**config.mk**
```make
export PLATFORM = sky130hd
export DESIGN_NAME = fetch_unit
export DESIGN_NICKNAME = d
export VERILOG_FILES = /design/src/rtl/my_pkg.sv /design/src/rtl/fetch_unit.sv
export SDC_FILE = /design/constraint.sdc
export NUM_CORES = 1
export LEC_CHECK = 0
export ABC_CLOCK_PERIOD_IN_PS = 1900
export BUFFER_PORTS_ARGS = -buffer_cell sky130_fd_sc_hd__buf_2
export CAP_MARGIN = 20
export CORE_MARGIN = 2
export CORE_UTILIZATION = 50
export CTS_CLUSTER_DIAMETER = 100
export DETAILED_ROUTE_END_ITERATION = 16
export PLACE_DENSITY_LB_ADDON = 0.3
export SLEW_MARGIN = 10
export SYNTH_ARGS = -nofsm -noshare
export SYNTH_HDL_FRONTEND = slang
export SYNTH_SLANG_ARGS = --single-unit
```
**constraint.sdc**
```tcl
create_clock -name clk -period 1.9 [get_ports clk]
set_input_delay 0.19 -clock clk [delete_from_list [all_inputs] [get_ports clk]]
set_output_delay 0.19 -clock clk [all_outputs]
set_load 0.01 [all_outputs]
```
**src/rtl/my_pkg.sv**
```systemverilog
// Shared core definitions: fetch-stage constants, tag width and fetch FSM encoding.
package my_pkg;

  localparam logic [31:0] NOP_INSTR = 32'h0000_0013;
  localparam int unsigned TAG_W     = 4;

  typedef enum logic [1:0] {
    S_IDLE,
    S_FETCH,
    S_HOLD,
    S_DRAIN
  } fetch_state;

endpackage

```
**src/rtl/fetch_unit.sv**
```systemverilog
// Instruction fetch stage: owns the PC, keeps one imem request outstanding, and
// feeds the decoder with tagged instructions, bubbles on hold and on redirect.
module fetch_unit
  import my_pkg::*;
#(
  parameter logic [31:0] RESET_PC = 32'h0000_0000
) (
  input  logic             clk,
  input  logic             reset,
  input  logic             jump,
  input  logic [31:0]      jump_target,
  input  logic             hold,
  output logic             imem_req,
  output logic [31:0]      imem_addr,
  input  logic             imem_ack,
  input  logic [31:0]      imem_data,
  output logic [31:0]      instruction,
  output logic [31:0]      NPC_out,
  output logic [TAG_W-1:0] tag_out
);

  fetch_state       state_q, state_d;
  logic [31:0]      pc_q, pc_d;
  logic [TAG_W-1:0] tag_q, tag_d;
  logic [31:0]      buf_instr_q, buf_instr_d;
  logic [31:0]      buf_pc_q, buf_pc_d;
  logic [31:0]      tgt_q, tgt_d;
  logic [31:0]      instr_q, instr_d;
  logic [31:0]      npc_q, npc_d;
  logic [TAG_W-1:0] tag_out_q, tag_out_d;

  logic [31:0]      jt;
  logic [31:0]      pc_inc;
  logic [TAG_W-1:0] tag_inc;

  assign jt      = jump_target & ~32'h3;
  assign pc_inc  = pc_q + 32'd4;
  assign tag_inc = tag_q + TAG_W'(1);

  always_comb begin
    state_d     = state_q;
    pc_d        = pc_q;
    tag_d       = tag_q;
    buf_instr_d = buf_instr_q;
    buf_pc_d    = buf_pc_q;
    tgt_d       = tgt_q;
    // Bubble by default: only the instruction changes, address and tag hold.
    instr_d     = NOP_INSTR;
    npc_d       = npc_q;
    tag_out_d   = tag_out_q;

    unique case (state_q)
      S_IDLE: begin
        state_d = S_FETCH;
        if (jump) begin
          pc_d  = jt;
          tag_d = tag_inc;
        end
      end

      S_FETCH: begin
        if (jump) begin
          tag_d = tag_inc;
          if (imem_ack) begin
            pc_d = jt;
          end else begin
            tgt_d   = jt;
            state_d = S_DRAIN;
          end
        end else if (imem_ack) begin
          pc_d = pc_inc;
          if (hold) begin
            buf_instr_d = imem_data;
            buf_pc_d    = pc_q;
            state_d     = S_HOLD;
          end else begin
            instr_d   = imem_data;
            npc_d     = pc_q;
            tag_out_d = tag_q;
          end
        end
      end

      S_HOLD: begin
        if (jump) begin
          tag_d   = tag_inc;
          pc_d    = jt;
          state_d = S_FETCH;
        end else if (!hold) begin
          instr_d   = buf_instr_q;
          npc_d     = buf_pc_q;
          tag_out_d = tag_q;
          state_d   = S_FETCH;
        end
      end

      S_DRAIN: begin
        // The stale request stays up until acked; its data is always dropped.
        if (jump) begin
          tag_d = tag_inc;
          if (imem_ack) begin
            pc_d    = jt;
            state_d = S_FETCH;
          end else begin
            tgt_d = jt;
          end
        end else if (imem_ack) begin
          pc_d    = tgt_q;
          state_d = S_FETCH;
        end
      end

      default: state_d = S_IDLE;
    endcase
  end

  always_ff @(posedge clk) begin
    if (reset) begin
      state_q     <= S_IDLE;
      pc_q        <= RESET_PC;
      tag_q       <= '0;
      buf_instr_q <= '0;
      buf_pc_q    <= '0;
      tgt_q       <= '0;
      instr_q     <= NOP_INSTR;
      npc_q       <= '0;
      tag_out_q   <= '0;
    end else begin
      state_q     <= state_d;
      pc_q        <= pc_d;
      tag_q       <= tag_d;
      buf_instr_q <= buf_instr_d;
      buf_pc_q    <= buf_pc_d;
      tgt_q       <= tgt_d;
      instr_q     <= instr_d;
      npc_q       <= npc_d;
      tag_out_q   <= tag_out_d;
    end
  end

  assign imem_req    = (state_q == S_FETCH) || (state_q == S_DRAIN);
  assign imem_addr   = pc_q;
  assign instruction = instr_q;
  assign NPC_out     = npc_q;
  assign tag_out     = tag_out_q;

endmodule

```
==> out/qor.csv <==
stage,metric,value,unit
status,status,finished with violations,
status,violations,negative setup slack,
clocking,cts_tree,built,
power_and_ir_drop,p_per_area,898,nW/um^2
die,die_h,141,um
die,die-area,19900,um^2
power_and_ir_drop,fin_total_pwr,11600,uW
timing,final_max_slew_viol_count,0,
setup_path,rrSetupSlack,-0.08,ns
route,routed_wl,31300,um
yosys,yosys_most_used_dff,dfxtp_1,
timing,setup_viol,17,
clocking,clock_sinks,200,
clocking,clk_path_buf_depth,2,
yosys,netlist_area,9400,um^2
setup_path,r2r.worst_path.cells,7,
finish,drive_gt1_share,29.7,%
finish,design_area,12900,um^2
route,wl_per_cell,18.7,um
yosys,synth_fp_nets,1255,
die,die_w,141,um
timing,finalClockSkew,0.0155,ns
yosys,postSynthAreaPerCell,7.96,um^2
finish,syn_to_final_growth,37.2,%
yosys,synth-seq-cells,200,
clocking,clk_pin_slew,0.08,ns
clocking,htree_levels,4,
power_and_ir_drop,p_leak,0.00502,uW
setup_path,crit_arrival,2.30,ns
placed_design,port_buffers,167,
grt,grt_pass1_wl,48000,um
timing,max_clock_freq,0.504,GHz
min_path,min_path_cells,3,
finish,fin_cells,1673,
grt,overflow,0,
yosys,syn_inst,1180,
route,first_iter_violations,1168,
setup_path,path_max_fanout,7,
yosys,synth.distinct_cells,70,
route,antenna_left,0,
setup_path,r2r-start,state_q[1]$_SDFFE_PP0P_,
setup_path,cpLargestDelayFamily,compound AO/OA/AOI/OAI gates,
die,rows,50,
route,vias_per_cell,5.98,
yosys,async_flop_share,0,%
timing,tightest_slew,0.723,ns
job,max_cap_viol_count,0,
power_and_ir_drop,vdd_drop_max,0.000708,V
finish,layout.nets,1501,
grt,antenna_found_initial,0,
placed_design,dpl.hpwl,20600,um
grt,grt_pass1_vias,8923,
grt,grtUsageTotal,30.0,%
clocking,clk_latency,0.45,ns
die,num_io_pins,170,
setup_path,critPathBufInv,2,
clocking,cts_root_buf,clkbuf_16,
yosys,yosysWarnings,0,
setup_path,critPathMaxStageDelay,0.46,ns
setup_path,cp_slowest_cell,a221oi_1,
min_path,min_to,tgt_q[28]$_SDFFE_PP0P_,
finish,layout.cells.most_common,nand2_1,
die,core_area,18600,um^2
finish,fillers,1435,
timing,rsz0062_at_grt,true,
grt,grt_max_degree,65,
yosys,synth_edf_count,0,
min_path,hold_start,jump_target[28],
setup_path,worstSetupStartpointType,flop,
placed_design,dp.cells,1591,
route,drc,0,
timing,max_slew_margin,51.8,%
timing,finalHoldViolCount,0,
timing,finalCritPeriodShare,104,%
clocking,cts_buffers,17,
min_path,hold_path.class,input pin to flop,
setup_path,setup.worst_path.class,flop to flop,
timing,timing.final.crit_period,1.98,ns
timing,postLayoutSetupSlackWorst,-0.0846,ns
yosys,seq_area_frac_synth,42.6,%
placed_design,place_congestion,0.944,
setup_path,timing.critical_path.cells,"buf_6, ha_4, or2_4, clkbuf_16, a221oi_1, a221o_1, nand3_1",
setup_path,endpoint_kind,flop,
route,firstDrtPassIters,5,
route,num_vias,10000,
setup_path,cp.required,2.22,ns
die,start_util,50.6,%
setup_path,rr_endpoint,imem_addr[24]$_SDFFE_PP0P_,
placed_design,place_area,11300,um^2
finish,diodes,0,
finish,most-common-layout-cells,"243 x nand2_1, 194 x dfxtp_1, 166 x buf_2",
[where the power goes]
part,total (uW),internal (uW),leakage (uW),switching (uW)
sequential,4580,4420,0.00162,160
combinational,3110,1370,0.00308,1740
clock,3890,1870,0.000312,2020
[cell families (layout without fill, tap and decap cells)]
logic type	Yosys count	in the layout	share of synthesized area, %
compound gates	353	353	24.4
xor+xnor	4	4	0.373
fa+ha+maj	6	6	0.799
buf+inv	121	380	5.29
flops	200	200	42.6
mux	61	61	6.58
simple gates	435	435	19.9
[routing by layer]
metal	GRT usage [%]	vias to the layer above	routed length [um]
met3	6.08	96	2850
met2	45.2	556	14000
met4	11.5	0	1100
li1	-	4700	-
met5	0	-	0
met1	42.4	4649	13300
[state kept, by name, summed over array words and instances, names as in the netlist]
signal,flops
NPC_out,32
state_q,2
instruction,32
buf_instr_q,32
imem_addr,32
tag_q,4
buf_pc_q,32
tag_out,4
tgt_q,30
[area by class of cell]
| cell class | count | area (um^2) | share of cell area [%] |
|---|---|---|---|
| well taps | 234 | 293 | 2.27 |
| inverters | 8 | 32.5 | 0.252 |
| clock buffers | 17 | 425 | 3.30 |
| multi-input cells | 859 | 5280 | 40.9 |
| flip-flops and latches | 200 | 4010 | 31.1 |
| clock inverters | 15 | 224 | 1.74 |
| repair buffers | 340 | 2630 | 20.4 |
[cell usage after synthesis, types with 3 or more instances]
cell type	instances	area (um^2)
o221ai_1	5	43.8
a221oi_1	16	140
nor2b_1	3	18.8
nor3_1	10	50.1
inv_1	7	26.3
a22oi_1	42	315
nand4_1	12	75.1
o31ai_1	5	37.5
nand2b_1	7	43.8
o32ai_1	6	52.6
buf_2	28	140
a221o_1	6	60.1
clkbuf_1	73	274
a211o_1	4	35.0
nor4_1	4	25.0
buf_1	11	41.3
nand2_1	246	923
and3_1	6	37.5
a31oi_1	8	50.1
xor2_1	4	35.0
or3_1	4	25.0
dfxtp_1	200	4000
or2_2	3	18.8
a32oi_1	5	43.8
and2_1	7	43.8
o2111ai_1	3	26.3
nand4b_1	3	26.3
ha_1	6	75.1
o2bb2ai_1	4	35.0
mux2_2	6	67.6
nor2_1	99	372
a21oi_1	136	681
o21ai_0	47	235
a211oi_1	39	293
nand3_1	17	85.1
mux2i_1	55	551
[worst max path at each step]
| stage | start | to | slack [ns] | cells after the start |
|---|---|---|---|---|
| after floorplan | state_q[0]$_SDFFE_PP0P_ | imem_addr[27]$_SDFFE_PP0P_ | -0.04 | 10 |
| after global placement | state_q[0]$_SDFFE_PP0P_ | imem_addr[19]$_SDFFE_PP0P_ | -0.12 | 8 |
| after detailed placement | state_q[0]$_SDFFE_PP0P_ | imem_addr[16]$_SDFFE_PP0P_ | -0.16 | 8 |
| after CTS | state_q[1]$_SDFFE_PP0P_ | imem_addr[15]$_SDFFE_PP0P_ | -0.05 | 8 |
| after global routing | state_q[1]$_SDFFE_PP0P_ | imem_addr[22]$_SDFFE_PP0P_ | -0.13 | 9 |
| final | state_q[1]$_SDFFE_PP0P_ | imem_addr[24]$_SDFFE_PP0P_ | -0.08 | 7 |
[through the flow]
stage          setup slack [ns]  setup TNS, ns  hold WS, ns  utilization (%)
2_1_floorplan           -0.0394         -0.138        0.326                -
4_1_cts                 -0.0467         -0.158      0.00121             67.9
5_1_grt                  -0.132          -1.88       0.0169             69.4
3_3_place_gp             -0.116          -1.03        0.440             60.6
6_report                -0.0846         -0.494       0.0172             69.4
3_5_place_dp             -0.165          -2.41        0.445             60.6
[worst register-to-register path, cell delays in order (launching register included)]
cell	delay [ns]
dfxtp_2	0.33
buf_6	0.12
ha_4	0.16
or2_4	0.28
clkbuf_16	0.19
a221oi_1	0.46
a221o_1	0.22
nand3_1	0.10
[timing repair]
action                                 4_1_cts  5_1_grt
hold buffers                                33        0
pin swaps                                    7       39
resized for setup                           44       61
buffers inserted                             6        6
cloned                                       5        1
setup endpoints to repair                   62      101
endpoints found under the hold margin       57        0
Note: power is estimated with default switching activity, not from simulation.
